--- src/rtl/gray_pkg.sv ---
// Shared definitions for the Gray-code counter: default width, wrap/saturate
// encodings and the bin-to-Gray conversion used on the next-state path.
package gray_pkg;

   localparam int GRAY_WIDTH_DEF = 3;
   localparam int GRAY_WIDTH_MAX = 16;

   localparam bit WRAP_MODE = 1'b1;
   localparam bit SAT_MODE  = 1'b0;

   // Operates at the maximum width; callers zero-extend and truncate.
   function automatic logic [GRAY_WIDTH_MAX-1:0] bin_to_gray(
      input logic [GRAY_WIDTH_MAX-1:0] b
   );
      return b ^ (b >> 1);
   endfunction

endpackage

--- src/rtl/bin2gray.sv ---
// Combinational binary-to-Gray converter, the mirror of the downstream
// Gray-to-binary stage.
module bin2gray
   import gray_pkg::*;
#(
   parameter int WIDTH = GRAY_WIDTH_DEF
) (
   input  logic [WIDTH-1:0] bin,
   output logic [WIDTH-1:0] gray
);

   assign gray = WIDTH'(bin_to_gray(GRAY_WIDTH_MAX'(bin)));

endmodule

--- src/rtl/gray_counter.sv ---
// Loadable Gray-code counter with registered Gray and binary outputs.
// Define GRAY_COUNTER_UPDOWN_EN to add the dir port and down-counting.
module gray_counter
   import gray_pkg::*;
#(
   parameter int WIDTH = GRAY_WIDTH_DEF,
   parameter bit WRAP  = WRAP_MODE
) (
   input  logic             clk,
   input  logic             rst,
   input  logic             en,
   input  logic             load,
   input  logic [WIDTH-1:0] load_bin,
`ifdef GRAY_COUNTER_UPDOWN_EN
   input  logic             dir,
`endif
   output logic [WIDTH-1:0] gray,
   output logic [WIDTH-1:0] bin,
   output logic             tc,
   output logic             wrap_p
);

   localparam bit              SATURATE = (WRAP == SAT_MODE);
   localparam logic [WIDTH-1:0] BIN_MAX = '1;
   localparam logic [WIDTH-1:0] ONE     = WIDTH'(1);

   logic             up;
   logic [WIDTH-1:0] bin_nxt;
   logic [WIDTH-1:0] gray_nxt;
   logic             wrap_nxt;

`ifdef GRAY_COUNTER_UPDOWN_EN
   assign up = dir;
`else
   assign up = 1'b1;
`endif

   assign tc = up ? (bin == BIN_MAX) : (bin == '0);

   // Load outranks counting; the wrap pulse only ever comes from a count step.
   always_comb begin
      bin_nxt  = bin;
      wrap_nxt = 1'b0;
      if (load) begin
         bin_nxt = load_bin;
      end else if (en) begin
         if (!(tc && SATURATE)) begin
            bin_nxt  = up ? (bin + ONE) : (bin - ONE);
            wrap_nxt = tc;
         end
      end
   end

   bin2gray #(
      .WIDTH(WIDTH)
   ) u_bin2gray (
      .bin (bin_nxt),
      .gray(gray_nxt)
   );

   always_ff @(posedge clk or posedge rst) begin
      if (rst) begin
         bin    <= '0;
         gray   <= '0;
         wrap_p <= 1'b0;
      end else begin
         bin    <= bin_nxt;
         gray   <= gray_nxt;
         wrap_p <= wrap_nxt;
      end
   end

endmodule

--- config.mk ---
export PLATFORM = sky130hd
export DESIGN_NAME = gray_counter
export DESIGN_NICKNAME = d
export VERILOG_FILES = /design/src/rtl/gray_pkg.sv /design/src/rtl/bin2gray.sv /design/src/rtl/gray_counter.sv
export SDC_FILE = /design/constraint.sdc
export NUM_CORES = 1
export LEC_CHECK = 0
export ABC_CLOCK_PERIOD_IN_PS = 2300
export BUFFER_PORTS_ARGS = -buffer_cell sky130_fd_sc_hd__clkbuf_2
export CAP_MARGIN = 20
export CORE_AREA = 2 2 39 41
export CTS_BUF_LIST = sky130_fd_sc_hd__clkbuf_4
export DETAILED_ROUTE_END_ITERATION = 10
export DIE_AREA = 0 0 41 43
export SETUP_SLACK_MARGIN = 0.02
export SYNTH_ARGS = -nofsm -noshare
export SYNTH_HDL_FRONTEND = slang
export SYNTH_SLANG_ARGS = --single-unit
--- constraint.sdc ---
create_clock -name clk -period 2.3 [get_ports clk]
set_input_delay 0.23 -clock clk [delete_from_list [all_inputs] [get_ports clk]]
set_output_delay 0.23 -clock clk [all_outputs]
set_load 0.01 [all_outputs]
==> flow_metrics.tcl <==
set metrics [dict create \
    status "complete, no violations" \
    yosysWarnings 0 \
    postPlaceCellArea_sq_um 374 \
    dr_total_vias 218 \
    htreeDepth 1 \
    rsz0062_at_grt "false" \
    layout.nets 50 \
    syn2layout_area_growth_pct 39.5 \
    vias_per_cell 3.96 \
    initial_utilization 0.211 \
    remaining_drc_errors 0 \
    gp_congestion 0.742 \
    hpwl_microns 431 \
    fillCellCount 158 \
    irDropWorstVdd_uv 246 \
    port_buffers 14 \
    fmax_mhz 716 \
    endpoint_kind "register" \
    leakage_nw 0.217 \
    reg2regPathDepth 4 \
    cts_resized 0 \
    r2r_setup_slack_ns 0.90 \
    hold_class "input port to register" \
    wirelength_microns 533 \
    path_delay_family "multiplexers" \
    crit_required_ns 2.42 \
    n_antenna_cell 0 \
    grt_max_degree 7 \
    ant_nets 0 \
    critPathKind "register to register" \
    period_share 0.608 \
    antenna_found_initial 0 \
    core-area_sq_um 1380 \
    grt-ovfl-total 0 \
    grt_pass1_wl_microns 759 \
    cts_buffers 3 \
    finalCriticalPeriod_ns 1.40 \
    drv_cap 0 \
    syn-instance-count 22 \
    drt_first_pass_iters 1 \
    syn_area_per_cell_sq_um 13.3 \
    clk_path_buf_depth 2 \
    clock-root-buffer "clkbuf_4" \
    slowest_delay_ns 0.40 \
    worstPathMaxFanout 3 \
    path_depth 4 \
    die_height_microns 43 \
    post-route-cell-area_sq_um 407 \
    critical_path_buf_inv_count 0 \
    io_pins 15 \
    whs_ns 0.253 \
    grt_pass1_vias 163 \
    powerDensity_nw_per_um2 806 \
    syn_area_sq_um 292 \
    final-max-slew-violation-count 0 \
    post_cts_buffers 0 \
    avgRoutedWirePerCell_microns 9.69 \
    cts_tree "yes" \
    crit_arrival_ns 1.51 \
    dieArea_sq_um 1760 \
    final_common_cell "clkbuf_2" \
    slew_headroom 0.852 \
    fin_worst_skew_ns 0.00610 \
    first_iter_violations 0 \
    clock-sinks 6 \
    critPathLaunch "bin[0]$_DFF_PP0_" \
    setup_viol 0 \
    worst_pin_slew_ns 0.217 \
    crit_chain "ha_1 > mux2_4 > mux2i_4 > xnor2_1" \
    grt_use_total 0.0726 \
    synth_cell_types 11 \
    cp-start-kind "register" \
    setup-tns-final_ns 0 \
    rows 14 \
    drive_gt1_frac 0.513 \
    final-hold-violation-count 0 \
    synthesis.nets 31 \
    r2r_start "bin[0]$_DFF_PP0_" \
    worstSetupEndpoint "gray[0]$_DFF_PP0_" \
    crit_slowest_cell "dfrtp_1" \
    utilization 0.294 \
    most-common-layout-cells "clkbuf_2 (14), dfrtp_1 (6), xnor2_1 (3), clkbuf_4 (3)" \
    ys_ff_latch 6 \
    clk_latency_ns 0.24 \
    clk_pin_slew_worst_paths_ns 0.05 \
    synth_seq_area_share 0.515 \
    timing.rr.end "gray[0]$_DFF_PP0_" \
    fp.dieW_microns 41 \
]
==> layout make-up <==
cell class | instances | area, sq um | share of cell area
Clock buffer | 3 | 22.5 | 0.0554
Inverter | 2 | 7.51 | 0.0185
Multi-Input combinational cell | 13 | 126 | 0.311
Sequential cell | 6 | 150 | 0.369
Tap cell | 16 | 20.0 | 0.0492
Timing Repair Buffer | 15 | 80.1 | 0.197
==> worst register-to-register path: stages (launching register included) <==
cell and delay (ns):
dfrtp_1 0.40, ha_1 0.30, mux2_4 0.27, mux2i_4 0.21
xnor2_1 0.10
==> synth_stat cells <==
master,n,share of area
mux2i_1,1,0.034
nand2_1,2,0.026
dfrtp_1,6,0.52
mux2i_4,1,0.077
and3b_2,1,0.034
buf_4,1,0.026
o21ai_1,2,0.034
inv_1,2,0.026
ha_1,2,0.086
mux2_4,1,0.051
xnor2_1,3,0.090
==> kinds of logic after synthesis <==
logic type / share of synthesized area
flip-flops: 0.515
AND/OR/NAND/NOR: 0.0601
adder cells (fa/ha/maj): 0.0858
multiplexers: 0.163
buffers and inverters: 0.0515
AO/OA/AOI/OAI: 0.0343
XOR/XNOR: 0.0901
==> stage by stage <==
step / total power [mW] / worst slack [ns] / cells
2_1_floorplan: 0.199 / 0.942 / 22
3_3_place_gp: 0.233 / 0.916 / 51
3_5_place_dp: 0.236 / 0.898 / 51
4_1_cts: 0.335 / 0.893 / 55
5_1_grt: 0.351 / 0.851 / 55
6_report: 0.328 / 0.903 / 55
==> per-layer routing <==
metal / part of all wire / track usage / up-vias
met2: 0.42 / 0.0969 / 11
li1: - / - / 108
met1: 0.45 / 0.0847 / 99
met3: 0.12 / 0.0785 / 0
met4: 0 / 0 / 0
met5: 0 / 0 / -
==> flip-flops by register name, indices dropped and copies added (netlist names) <==
name and count:
gray 2, bin 3, wrap_p 1
==> where the power goes <==
part           internal (mW)  switching (mW)
logic                 0.0494          0.0480
clock network         0.0589          0.0355
registers              0.125          0.0104
total                  0.234          0.0939
==> repair_timing <==
item / 4_1_cts / 5_1_grt
endpoints found under the hold margin: 6 / 0
endpoints found under the setup margin: 0 / 0
hold buffers: 1 / 0
==> worst min-delay path by stage <==
stage | start | end | slack (ns) | cells after the start
5_1_grt | load_bin[1] | bin[1]$_DFF_PP0_ | 0.27 | 3
6_report | load_bin[2] | bin[2]$_DFF_PP0_ | 0.25 | 3
3_3_place_gp | rst | wrap_p$_DFF_PP0_ | 0.13 | 2
3_5_place_dp | rst | wrap_p$_DFF_PP0_ | 0.14 | 2
2_1_floorplan | rst | bin[0]$_DFF_PP0_ | 0.02 | 1
4_1_cts | load_bin[2] | bin[2]$_DFF_PP0_ | 0.25 | 3
(Power assumes the default switching activity.)
